### config.mk
export PLATFORM = sky130hd
export DESIGN_NAME = mem_1wnr_flat
export DESIGN_NICKNAME = d
export VERILOG_FILES = /design/src/rtl/mem_1wnr_if.sv /design/src/rtl/mem_1wnr.sv /design/src/flat_wrapper.sv
export SDC_FILE = /design/constraint.sdc
export NUM_CORES = 1
export LEC_CHECK = 0
export CORE_ASPECT_RATIO = 0.8
export CORE_MARGIN = 4
export CORE_UTILIZATION = 66
export CTS_BUF_LIST = sky130_fd_sc_hd__clkbuf_8 sky130_fd_sc_hd__clkbuf_16
export DETAILED_ROUTE_END_ITERATION = 6
export PLACE_DENSITY = 0.86
export SLEW_MARGIN = 20
export SYNTH_ARGS = -nofsm -noshare
export SYNTH_HDL_FRONTEND = slang
export SYNTH_SLANG_ARGS = --single-unit
### constraint.sdc
create_clock -name clk -period 5.5 [get_ports clk]
set_input_delay 1.1 -clock clk [delete_from_list [all_inputs] [get_ports clk]]
set_output_delay 1.1 -clock clk [all_outputs]
set_load 0.005 [all_outputs]
### src/rtl/mem_1wnr_if.sv
// Request/response bundle for the one-write / N-read memory.
interface mem_1wnr_if #(
  parameter int ADDR_WIDTH = 4,
  parameter int DATA_WIDTH = 8,
  parameter int BYTE_WIDTH = 8,
  parameter int READ_PORTS = 2
);
  localparam int NB = DATA_WIDTH / BYTE_WIDTH;

  logic                             init_done_o;
  logic                             write_en_i;
  logic [ADDR_WIDTH-1:0]            addr_write_i;
  logic [DATA_WIDTH-1:0]            data_write_i;
  logic [NB-1:0]                    byte_en_i;
  logic [READ_PORTS-1:0]            read_en_i;
  logic [READ_PORTS*ADDR_WIDTH-1:0] addr_read_i;
  logic [READ_PORTS*DATA_WIDTH-1:0] data_read_o;
  logic [READ_PORTS-1:0]            read_valid_o;

  modport master (
    input  init_done_o, data_read_o, read_valid_o,
    output write_en_i, addr_write_i, data_write_i, byte_en_i, read_en_i, addr_read_i
  );

  modport slave (
    output init_done_o, data_read_o, read_valid_o,
    input  write_en_i, addr_write_i, data_write_i, byte_en_i, read_en_i, addr_read_i
  );
endinterface

### src/rtl/mem_1wnr.sv
// One-write / N-read memory with byte enables, optional output register,
// write-to-read bypass and a self-initialising sweep after reset.
module mem_1wnr #(
  parameter int                   ADDR_WIDTH = 4,
  parameter int                   DATA_WIDTH = 8,
  parameter int                   BYTE_WIDTH = 8,
  parameter int                   READ_PORTS = 2,
  parameter int                   OUT_REG    = 0,
  parameter int                   BYPASS     = 1,
  parameter logic [DATA_WIDTH-1:0] INIT_VALUE = '0
) (
  input  logic       clk,
  input  logic       rst,
  mem_1wnr_if.slave  bus
);
  localparam int NB    = DATA_WIDTH / BYTE_WIDTH;
  localparam int DEPTH = 2 ** ADDR_WIDTH;
  localparam logic [ADDR_WIDTH:0] LAST = (ADDR_WIDTH+1)'(DEPTH - 1);
  localparam logic [ADDR_WIDTH:0] ONE  = (ADDR_WIDTH+1)'(1);

  typedef enum logic {INIT, READY} state_t;

  state_t                               state, state_next;
  logic [ADDR_WIDTH:0]                  cnt, cnt_next;
  logic [DATA_WIDTH-1:0]                mem [DEPTH];
  logic                                 mem_we;
  logic [ADDR_WIDTH-1:0]                mem_addr;
  logic [DATA_WIDTH-1:0]                mem_wdata;
  logic [DATA_WIDTH-1:0]                merged;
  logic                                 wr_hit;
  logic [READ_PORTS-1:0]                rd_accept;
  logic [READ_PORTS-1:0][DATA_WIDTH-1:0] rd_word;
  logic [READ_PORTS-1:0][DATA_WIDTH-1:0] s1_data;
  logic [READ_PORTS-1:0]                s1_valid;

  always_ff @(posedge clk or posedge rst) begin
    if (rst) begin
      state <= INIT;
      cnt   <= '0;
    end else begin
      state <= state_next;
      cnt   <= cnt_next;
    end
  end

  // Word as it will look after the write: new lanes where enabled, old elsewhere.
  always_comb begin
    merged = mem[bus.addr_write_i];
    for (int unsigned k = 0; k < NB; k++)
      if (bus.byte_en_i[k])
        merged[k*BYTE_WIDTH +: BYTE_WIDTH] = bus.data_write_i[k*BYTE_WIDTH +: BYTE_WIDTH];
  end

  always_comb begin
    state_next = state;
    cnt_next   = cnt;
    mem_we     = 1'b0;
    mem_addr   = bus.addr_write_i;
    mem_wdata  = merged;
    wr_hit     = 1'b0;
    rd_accept  = '0;
    unique case (state)
      INIT: begin
        mem_we    = 1'b1;
        mem_addr  = cnt[ADDR_WIDTH-1:0];
        mem_wdata = INIT_VALUE;
        cnt_next  = cnt + ONE;
        if (cnt == LAST) state_next = READY;
      end
      READY: begin
        wr_hit    = bus.write_en_i;
        mem_we    = bus.write_en_i;
        rd_accept = bus.read_en_i;
      end
      default: ;
    endcase
  end

  assign bus.init_done_o = (state == READY);

  // The array itself is never reset; the sweep rewrites it once rst drops.
  always_ff @(posedge clk) begin
    if (mem_we && !rst) mem[mem_addr] <= mem_wdata;
  end

  always_comb begin
    rd_word = '0;
    for (int unsigned p = 0; p < READ_PORTS; p++) begin
      if (BYPASS != 0 && wr_hit &&
          bus.addr_read_i[p*ADDR_WIDTH +: ADDR_WIDTH] == bus.addr_write_i)
        rd_word[p] = merged;
      else
        rd_word[p] = mem[bus.addr_read_i[p*ADDR_WIDTH +: ADDR_WIDTH]];
    end
  end

  always_ff @(posedge clk or posedge rst) begin
    if (rst) begin
      s1_valid <= '0;
      s1_data  <= '0;
    end else begin
      for (int unsigned p = 0; p < READ_PORTS; p++) begin
        s1_valid[p] <= rd_accept[p];
        if (rd_accept[p]) s1_data[p] <= rd_word[p];
      end
    end
  end

  generate
    if (OUT_REG != 0) begin : g_out_reg
      logic [READ_PORTS-1:0][DATA_WIDTH-1:0] s2_data;
      logic [READ_PORTS-1:0]                s2_valid;

      always_ff @(posedge clk or posedge rst) begin
        if (rst) begin
          s2_valid <= '0;
          s2_data  <= '0;
        end else begin
          for (int unsigned p = 0; p < READ_PORTS; p++) begin
            s2_valid[p] <= s1_valid[p];
            if (s1_valid[p]) s2_data[p] <= s1_data[p];
          end
        end
      end

      assign bus.data_read_o  = s2_data;
      assign bus.read_valid_o = s2_valid;
    end else begin : g_no_reg
      assign bus.data_read_o  = s1_data;
      assign bus.read_valid_o = s1_valid;
    end
  endgenerate
endmodule

### src/flat_wrapper.sv
// flat-port wrapper written by rule: the top's interface ports become plain ports
module mem_1wnr_flat 
#(
  parameter int                   ADDR_WIDTH = 4,
  parameter int                   DATA_WIDTH = 8,
  parameter int                   BYTE_WIDTH = 8,
  parameter int                   READ_PORTS = 2,
  parameter int                   OUT_REG    = 0,
  parameter int                   BYPASS     = 1,
  parameter logic [DATA_WIDTH-1:0] INIT_VALUE = '0
)
  (clk, rst, bus_init_done_o, bus_data_read_o, bus_read_valid_o, bus_write_en_i, bus_addr_write_i, bus_data_write_i, bus_byte_en_i, bus_read_en_i, bus_addr_read_i);
  mem_1wnr_if #(.ADDR_WIDTH(ADDR_WIDTH), .DATA_WIDTH(DATA_WIDTH), .BYTE_WIDTH(BYTE_WIDTH), .READ_PORTS(READ_PORTS)) bus_i ();
  input  logic clk;
  input  logic rst;
  output wire logic [$bits(bus_i.init_done_o)-1:0] bus_init_done_o;
  output wire logic [$bits(bus_i.data_read_o)-1:0] bus_data_read_o;
  output wire logic [$bits(bus_i.read_valid_o)-1:0] bus_read_valid_o;
  input wire logic [$bits(bus_i.write_en_i)-1:0] bus_write_en_i;
  input wire logic [$bits(bus_i.addr_write_i)-1:0] bus_addr_write_i;
  input wire logic [$bits(bus_i.data_write_i)-1:0] bus_data_write_i;
  input wire logic [$bits(bus_i.byte_en_i)-1:0] bus_byte_en_i;
  input wire logic [$bits(bus_i.read_en_i)-1:0] bus_read_en_i;
  input wire logic [$bits(bus_i.addr_read_i)-1:0] bus_addr_read_i;
  assign bus_init_done_o = bus_i.init_done_o;
  assign bus_data_read_o = bus_i.data_read_o;
  assign bus_read_valid_o = bus_i.read_valid_o;
  assign bus_i.write_en_i = bus_write_en_i;
  assign bus_i.addr_write_i = bus_addr_write_i;
  assign bus_i.data_write_i = bus_data_write_i;
  assign bus_i.byte_en_i = bus_byte_en_i;
  assign bus_i.read_en_i = bus_read_en_i;
  assign bus_i.addr_read_i = bus_addr_read_i;
  mem_1wnr #(.ADDR_WIDTH(ADDR_WIDTH), .DATA_WIDTH(DATA_WIDTH), .BYTE_WIDTH(BYTE_WIDTH), .READ_PORTS(READ_PORTS), .OUT_REG(OUT_REG), .BYPASS(BYPASS), .INIT_VALUE(INIT_VALUE)) u_core (.clk(clk), .rst(rst), .bus(bus_i));
endmodule
==> flow_summary_export.csv <==
group,metric,value,unit
outcome,status,"finished, violations left",
outcome,violations,"design-rule violations",
clock_tree,cts_buffer_depth,2,
route,wirelength,27300,µm
power,vdd_ir_drop_max,0.316,mV
setup_path,critPathLaunch,"bus_addr_write_i[1]",
cells_and_area,nets,681,
global_route,grt_max_degree,32,
clock_tree,holdBufCountCts,0,
route,dr.first_iter.drc_count,1406,
sta,hold_viol_final,0,
clock_tree,ctsHtreeMaxLevel,4,
clock_tree,numCtsBuffers,17,
floorplanning,die_y,111,µm
logic_synthesis,synth_compound_area_share,10.1,%
logic_synthesis,synth.distinct_cells,56,
logic_synthesis,syn_area_per_cell,14.5,µm²
sta,setup_viol,0,
setup_path,crit_path_end_kind,"flop",
clock_tree,cts_sinks,152,
logic_synthesis,syn-cell-area,0.00875,mm²
floorplanning,std_cell_rows,37,
clock_tree,postCtsSetupRepairBufs,0,
floorplanning,ios,45,
logic_synthesis,synthSimpleGateAreaFrac,6.69,%
power,p_leak,3.67,nW
logic_synthesis,synth_area_leaders,"edfxtp_1 44%, mux2i_1 11%, mux4_1 9.9%, dfrtp_1 6.9%, mux4_2 4.6%",
global_route,antenna_found_initial,0,
logic_synthesis,synthCells,602,
logic_synthesis,yosysWarnings,0,
clock_tree,cts_tree,"built",
sta,fmax,268,MHz
setup_path,cp.required,5.61,ns
logic_synthesis,synth-xor-area-share,1.10,%
logic_synthesis,syn_nets,630,
logic_synthesis,synth_top_cell_area_share,43.9,%
global_route,grt_pass1_wl,39600,µm
cells_and_area,layout_common_cells,"128 x edfxtp_1, 95 x mux2i_1, 41 x clkdlybuf4s50_1",
logic_synthesis,synth_edf_count,128,
cells_and_area,n_antenna_cell,0,
clock_tree,clkTransAtPathRegs,0.06,ns
logic_synthesis,synth_top_family_by_area,"multiplexers",
global_route,grt_usage,36.8,%
setup_path,crit_fanout,16,
job,drv_cap,0,
place,numPortBuffers,44,
clock_tree,cts_root_buf,"clkbuf_16",
floorplanning,start_util,67.7,%
cells_and_area,drive_above_1_share,15.2,%
route,viasPerCell,7.79,
power,power,2.84,mW
setup_path,critPathKind,"in -> reg",
floorplanning,die_w,137,µm
logic_synthesis,seq_area_frac_synth,50.8,%
global_route,grt_pass1_vias,6299,
clock_tree,clk_latency,0.44,ns
hold_path,hold_path_class,"reg -> reg",
cells_and_area,mostFrequentLayoutCell,"edfxtp_1",
cells_and_area,syn2layout_area_growth,12.3,%
logic_synthesis,ys_ff_latch,152,
sta,maxSlewViolCount,0,
logic_synthesis,synthAdderAreaFrac,0.286,%
route,drt_pass1_iterations,7,
setup_path,rr_startpoint,"u_core.bus.init_done_o",
setup_path,critPathLaunchType,"input pin",
sta,fin_tns_setup,0,ns
route,dr_total_vias,6549,
sta,tightestPinTransition,1.11,ns
setup_path,crit_arrival,3.84,ns
clock_tree,cts_resized,0,
place,gp_congestion,0.992,
global_route,grt-ovfl-total,0,
sta,period_minus_slack,3.73,ns
route,antenna_left,0,
route,routedWlPerCell,32.5,µm
sta,relSlewSlack,25.9,%
sta,finalClockSkew,0.00654,ns
floorplanning,placeableCoreArea,0.0129,mm²
logic_synthesis,synth.area.mux_share,26.1,%
sta,post-route-period-util,67.8,%
hold_path,hp-start,"u_core.cnt[2]",
logic_synthesis,synth-async-reset-ratio,15.8,%
route,drcViolationCount,1,
cells_and_area,nFillCells,746,
place,hpwlAfterDp,17600,µm
logic_synthesis,ys.flop_type,"edfxtp_1",
sta,grt_setup_unrepaired,"false",
floorplanning,die-area,0.0152,mm²
logic_synthesis,yosysTopAreaCell,"edfxtp_1",
power,powerDensity,289,mW/mm²
[metrics by stage]
| step | instance area (µm²) | worst slack (ns) | hold slack [ns] | util, % | std cells |
|---|---|---|---|---|---|
| 6_report | 9830 | 1.77 | 0.504 | 76.1 | 841 |
| 5_1_grt | 9830 | 1.74 | 0.509 | 76.1 | 841 |
| 4_1_cts | 9830 | 2.02 | 0.499 | 76.1 | 841 |
| 3_5_place_dp | 9250 | 1.58 | 0.473 | 71.6 | 809 |
| 3_3_place_gp | 9250 | 1.74 | 0.472 | 71.6 | 809 |
| 2_1_floorplan | 8750 | 2.78 | 0.452 | - | 602 |
[synth_stat cells (3+ instances only)]
cell and count:
nor2b_1 10, clkbuf_8 5, a21oi_1 15, edfxtp_1 128, mux4_2 18, a211oi_1 5
clkbuf_1 7, o21ai_0 13, nand3b_1 3, a221oi_1 21, o211ai_1 3, inv_1 10
a31o_2 3, mux2_2 5, a22oi_1 17, a32oi_1 3, xnor2_1 3, buf_8 7
o221a_2 3, dfrtp_1 24, a221o_1 7, nand2b_1 10, nor3b_1 3, a31oi_1 7
o221a_1 3, and2_1 8, buf_2 12, nand2_1 24, mux4_1 33, nand3_1 10
xor2_1 8, or2_2 3, o22ai_1 4, mux2i_1 95, nor2_1 30, nor3_1 6
and3_1 5, buf_6 6
[critical path, stage by stage]
cell             delay [ns]
clkdlybuf4s50_1        0.74
nor2b_1                0.92
nand2_1                0.12
and3_2                 0.23
a211oi_1               0.38
nor2b_1                0.33
[state kept, by name, summed over array words and instances, names as in the netlist]
register	cells
u_core.bus.init_done_o	1
u_core.bus.data_read_o	16
u_core.mem	128
u_core.cnt	5
u_core.bus.read_valid_o	2
[final cells by class]
cell class                      instances  area [µm²]  share of cell area (%)
Inverter                               11        41.3                   0.420
Tap cell                              175         219                    2.23
Multi-Input combinational cell        396        3870                    39.4
Timing Repair Buffer                   75         671                    6.82
Clock inverter                         15         153                    1.55
Clock buffer                           17         425                    4.33
Sequential cell                       152        4440                    45.2
[cell families after synthesis]
kind of cell	count (synthesis)
adders and majority gates	2
AOI/OAI and AO/OA	116
xor gates and xnor gates	11
muxes	151
buffers and inverters	54
and+or+nand+nor	116
DFF	152
[final timing paths]
check	end	slack (ns)	cells after the start
min in group asynchronous	u_core.bus.data_read_o[5]	1.08	3
max reg2reg	u_core.bus.data_read_o[7]	2.95	5
min	u_core.cnt[2]	0.50	1
min reg2reg	u_core.cnt[2]	0.50	1
max in group asynchronous	u_core.bus.data_read_o[6]	4.14	3
max	u_core.mem[4][7]	1.77	6
[where the power goes]
part	leakage [nW]	total (mW)	internal, mW	switching [mW]
registers	1.44	1.32	1.29	0.0247
clock network	0.269	1.15	0.667	0.486
logic	1.96	0.370	0.159	0.211
total	3.67	2.84	2.12	0.722
[routing by layer]
metal | vias to the layer above | routed length (µm) | GRT usage (%)
li1 | 2569 | - | -
met1 | 3150 | 9440 | 49.0
met2 | 681 | 11600 | 51.1
met3 | 149 | 4690 | 16.6
met4 | 0 | 1590 | 18.4
met5 | - | 0 | 0
No activity file was read; power rests on OpenSTA's default activity.
==> patch 1, RTL diff (same flow settings) <==
Make the reset (`rst`) synchronous in 3 clocked blocks.
--- a/src/rtl/mem_1wnr.sv
+++ b/src/rtl/mem_1wnr.sv
@@ -35,3 +35,3 @@
 
-  always_ff @(posedge clk or posedge rst) begin
+  always_ff @(posedge clk) begin
     if (rst) begin
@@ -96,3 +96,3 @@
 
-  always_ff @(posedge clk or posedge rst) begin
+  always_ff @(posedge clk) begin
     if (rst) begin
@@ -113,3 +113,3 @@
 
-      always_ff @(posedge clk or posedge rst) begin
+      always_ff @(posedge clk) begin
         if (rst) begin
Behaviour: same outputs for any inputs over 10 cycles, from zero or initial values and one cycle with rst high; that may be too few to reach the edited logic, so the function may still have changed.
==> patch 1 against the unedited design <==
Area after synthesis shrank 3.2%. Non-clock buffer count shrank 5. Worst setup slack gained 39 ps. Wire length shrank 1.4%. Critical path type unchanged. Clock skew grew 2.9 ps. Design area shrank 1.6%. Combinational power shrank 25%. Sequential cell count is the same. Total power shrank 3.3%.
==> patch 1: results (changes against the unedited design) <==
Global route
- 37 — maximum number of pins on one net before global-route repair, +16%
- 39400 µm — global-route wire length before repair, -0.66%

Layout
- 747 — fill cell instance count of the final layout, +0.13%
- 711 — # nets final, +4.4%
- 15.5% — layout cell share with drive strength beyond 1, +0.35 points
- 14.2% — Area Overhead vs Synth

Setup path
- u_core.bus.data_read_o[3] — destination of the worst register-to-register timing path
- bus_addr_write_i[3] — CP startpoint
- u_core.bus.init_done_o — source of the worst register-to-register timing path
- 18 — largest fanout on the critical path, +2
- 4000 ps — Crit path arrival time, +160 ps

Power
- 300 µV — IR drop worst, VDD, -5.1%
- 3.58 nW — Static Leak, -2.4%

Floorplan
- 14700 µm² — total die area, -3.0%

Drt
- 1273 — starting DRC count in detailed routing, -9.5%
- 31.1 µm — Routed wire per std cell, -4.3%
- 6 — first drt pass iteration count, -1
- 6653 — via total after detailed routing, +1.6%

Synth
- 51.1% — sequential share of the synthesized area, +0.29 points
- 133 x sky130_fd_sc_hd__mux2i_1, 128 x sky130_fd_sc_hd__edfxtp_1, 32 x sky130_fd_sc_hd__mux4_2, 31 x sky130_fd_sc_hd__nor2_1, 30 x sky130_fd_sc_hd__nand3_1 — most common library cells after synthesis
- sky130_fd_sc_hd__edfxtp_1 45%, sky130_fd_sc_hd__mux2i_1 16%, sky130_fd_sc_hd__mux4_2 8.5%, sky130_fd_sc_hd__dfxtp_1 5.7%, sky130_fd_sc_hd__a221oi_1 2.8% — cell types occupying the most area after synthesis
- 673 — number of nets produced by synthesis, +6.8%
- 44 — post-synth cell types, -21%
- 0% — share of flip-flops with an asynchronous set or reset, -16 points

Placement
- 17000 µm — HPWL reported at the end of detailed placement, -3.8%
- 0.971 — weighted congestion reported at the end of routability-driven placement, -2.1%

Timing
- 29.9% — worst relative slew slack, +3.9 points
- 9.47 ps — Worst Clk Skew, +2.93 ps

Run status
- completed — status

Worst hold path
- u_core.bus.data_read_o[11] — hold-critical path endpoint

-- patch 1: worst max-delay path, cell delays in order --
cell	delay, ps
sky130_fd_sc_hd__clkdlybuf4s50_1	630
sky130_fd_sc_hd__and2_1	820
sky130_fd_sc_hd__a22oi_1	200
sky130_fd_sc_hd__nand3_1	140
sky130_fd_sc_hd__nand3_1	520
sky130_fd_sc_hd__a221o_2	580
-- patch 1: cell type report --
cell class | count | share of cell area [%]
flip-flops and latches | 152 | 44.7
multi-input cells | 437 | 39.9
repair buffers | 70 | 6.57
clock buffers | 21 | 5.20
well taps | 171 | 2.21
clock inverters | 11 | 1.22
inverters | 5 | 0.194
-- patch 1: cell families after synthesis --
logic type / count (synthesis) / share of synthesized area [%]
flip-flops: 152 / 51.1
AO/OA/AOI/OAI: 109 / 10.3
buffers and inverters: 56 / 3.49
XOR/XNOR: 11 / 1.14
AND/OR/NAND/NOR: 148 / 8.93
adder cells (fa/ha/maj): 2 / 0.296
multiplexers: 167 / 24.8
-- patch 1: stage by stage --
| stage | hold WS [ps] | instance area, µm² | cells | setup WS (ps) | power, mW |
|---|---|---|---|---|---|
| floorplan | 454 | 8460 | 645 | 2700 | 1.47 |
| global placement | 465 | 9040 | 835 | 1610 | 1.54 |
| detailed placement | 481 | 9040 | 835 | 1510 | 1.55 |
| CTS | 505 | 9660 | 867 | 1940 | 2.73 |
| global route | 510 | 9670 | 867 | 1770 | 2.81 |
| finish | 508 | 9670 | 867 | 1810 | 2.75 |
-- patch 1: worst max-delay path by stage --
stage / end / cells after the start
finish: u_core.bus.data_read_o[3] / 6
CTS: u_core.bus.data_read_o[5] / 6
global route: u_core.bus.data_read_o[5] / 6
global placement: u_core.bus.data_read_o[1] / 6
floorplan: u_core.bus.data_read_o[10] / 7
detailed placement: u_core.bus.data_read_o[5] / 6
-- patch 1: metal layers --
layer / vias up / global-route usage [%] / wire, µm
met5: - / 0 / 0
met4: 0 / 18.5 / 1550
met3: 148 / 15.1 / 4420
met2: 648 / 54.2 / 11100
met1: 3195 / 50.1 / 9830
li1: 2662 / - / -
-- patch 1: power by group --
| part | internal [mW] | leakage [nW] | switching [mW] |
|---|---|---|---|
| clock | 0.745 | 0.315 | 0.463 |
| combinational | 0.114 | 1.84 | 0.165 |
| sequential | 1.25 | 1.42 | 0.0116 |
| total | 2.11 | 3.58 | 0.639 |
==> patch 2, RTL diff (same flow settings) <==
Without the edit above. `OUT_REG` is set to 0 in 2 places; all go to 1.
--- a/src/rtl/mem_1wnr.sv
+++ b/src/rtl/mem_1wnr.sv
@@ -7,3 +7,3 @@
   parameter int                   READ_PORTS = 2,
-  parameter int                   OUT_REG    = 0,
+  parameter int                   OUT_REG    = 1,
   parameter int                   BYPASS     = 1,
--- a/src/flat_wrapper.sv
+++ b/src/flat_wrapper.sv
@@ -7,3 +7,3 @@
   parameter int                   READ_PORTS = 2,
-  parameter int                   OUT_REG    = 0,
+  parameter int                   OUT_REG    = 1,
   parameter int                   BYPASS     = 1,
Behaviour: same outputs for any inputs over 10 cycles, from zero or initial values and one cycle with rst high; that may be too few to reach the edited logic, so the function may still have changed.
==> patch 2 against the unedited design <==
Synthesized cell count rose by 0.66%. Final cell count grew 0.48%. Sequential cell count increased by 18. Total power grew 7.4%. The flow still finishes with violations (design-rule violations). Worst setup slack lost 92 ps. Fmax is 2.4% lower. Design area increased by 4.2%. Wire length down 0.71%. Combinational power is 7.8% higher. Area after synthesis rose by 3.2%. Critical path type unchanged. Die area increased by 3.0%.
==> patch 2: results (changes against the unedited design) <==
Setup path
- 1130 ps — crit-path max cell delay, +210 ps
- buffers and inverters — critical path's top delay family
- sky130_fd_sc_hd__clkdlybuf4s50_1 — Slowest cell on crit path
- 4140 ps — Crit path arrival time, +300 ps
- 17 — largest fanout on the critical path, +1

Placement
- 1480 ps — worst slack at placement, -90.9 ps
- 813 — number of placed instances, taps included, +0.49%
- 44 — port bufs, unchanged
- 1.02 — weighted congestion reported at the end of routability-driven placement, +2.5%
- 17800 µm — HPWL reported at the end of detailed placement, +1.0%
- 9670 µm² — area post-placement, +4.5%

Global route
- 6487 — via count of the first global-routing pass, +3.0%
- 46.7% — routing usage on met1, -2.4 points
- 2 — number of antenna violations at the first check in global routing, +2
- 35.4% — total global-route track usage, -1.4 points
- 49.7% — met2 Usage GRT, -1.5 points
- 40300 µm — global-route wire length before repair, +1.7%
- 43 — maximum number of pins on one net before global-route repair, +34%

Synth
- 128 x sky130_fd_sc_hd__edfxtp_1, 75 x sky130_fd_sc_hd__mux2i_1, 52 x sky130_fd_sc_hd__mux4_2, 42 x sky130_fd_sc_hd__dfrtp_1, 30 x sky130_fd_sc_hd__nor2_1 — most common library cells after synthesis
- 634 — number of nets produced by synthesis, +0.63%
- 54.2% — sequential share of the synthesized area, +3.4 points
- 46 — post-synth cell types, -18%
- 24.7% — share of flip-flops with an asynchronous set or reset, +8.9 points
- sky130_fd_sc_hd__edfxtp_1 43%, sky130_fd_sc_hd__mux4_2 13%, sky130_fd_sc_hd__dfrtp_1 12%, sky130_fd_sc_hd__mux2i_1 8.3%, sky130_fd_sc_hd__mux2_2 3.0% — cell types occupying the most area after synthesis
- 606 — post-synthesis instance total, +0.66%

Layout
- 21.3% — layout cell share with drive strength beyond 1, +6.2 points
- 685 — # nets final, +0.59%
- 845 — post-route non-filler standard cell count, +0.48%
- 720 — fill cell instance count of the final layout, -3.5%

CTS
- 0 — total setup buffers inserted after CTS, unchanged

Drt
- 6684 — via total after detailed routing, +2.1%
- 7 — first drt pass iteration count, unchanged
- 1327 — starting DRC count in detailed routing, -5.6%
- 27100 µm — DRT Wirelength, -0.71%
- 1 — DRC, unchanged

Power
- 223 µV — IR drop worst, VDD, -29%
- 13.1% — Combinational Power Share
- 3.05 mW — post-layout power, +7.4%
- 3.71 nW — Static Leak, +1.1%
- 0.750 mW — reported net switching power, +3.9%

Timing
- 7.56 ps — Worst Clk Skew, +1.01 ps
- 1190 ps — Slew @ Worst Pin, +78.8 ps

Run status
- design-rule violations — violations in the final reports
- finished, violations left — status

## patch 2: changes by cell type after synthesis, moves of 18 or more
cell	change
sky130_fd_sc_hd__mux4_2	+34
sky130_fd_sc_hd__mux4_1	-25
sky130_fd_sc_hd__mux2i_1	-20
sky130_fd_sc_hd__mux2_2	+19
sky130_fd_sc_hd__dfrtp_1	+18
## patch 2: final timing paths
kind                       slack, ps                    endpoint                        from  cells after the start
max                             1680          u_core.s1_data[14]          bus_addr_read_i[7]                      6
min                              510  u_core.bus.data_read_o[10]  u_core.bus.data_read_o[10]                      1
max reg2reg                     3120            u_core.mem[8][2]            u_core.mem[2][2]                      4
min reg2reg                      510  u_core.bus.data_read_o[10]  u_core.bus.data_read_o[10]                      1
max in group asynchronous       3970           u_core.s1_data[9]                         rst                      3
min in group asynchronous       1160      u_core.bus.init_done_o                         rst                      3
## patch 2: cells by family after synthesis
kind of cell	after synthesis	share of synthesized area, %
AOI/OAI and AO/OA	108	9.21
xor gates and xnor gates	11	1.07
adders and majority gates	2	0.277
buffers and inverters	52	2.93
DFF	170	54.2
muxes	159	26.6
and+or+nand+nor	104	5.67
## patch 2: area by class of cell
| type | count | area, µm² | share of cell area (%) |
|---|---|---|---|
| clock buffers | 17 | 425 | 4.15 |
| inverters | 10 | 37.5 | 0.366 |
| repair buffers | 74 | 651 | 6.35 |
| multi-input cells | 384 | 3870 | 37.7 |
| flip-flops and latches | 170 | 4890 | 47.8 |
| well taps | 175 | 219 | 2.14 |
| clock inverters | 15 | 150 | 1.47 |
## patch 2: per-layer routing
layer | wire [µm] | share of wire (%)
met5 | 20 | 0.074
met4 | 1920 | 7.1
met3 | 4560 | 17
met2 | 11200 | 41
met1 | 9400 | 35
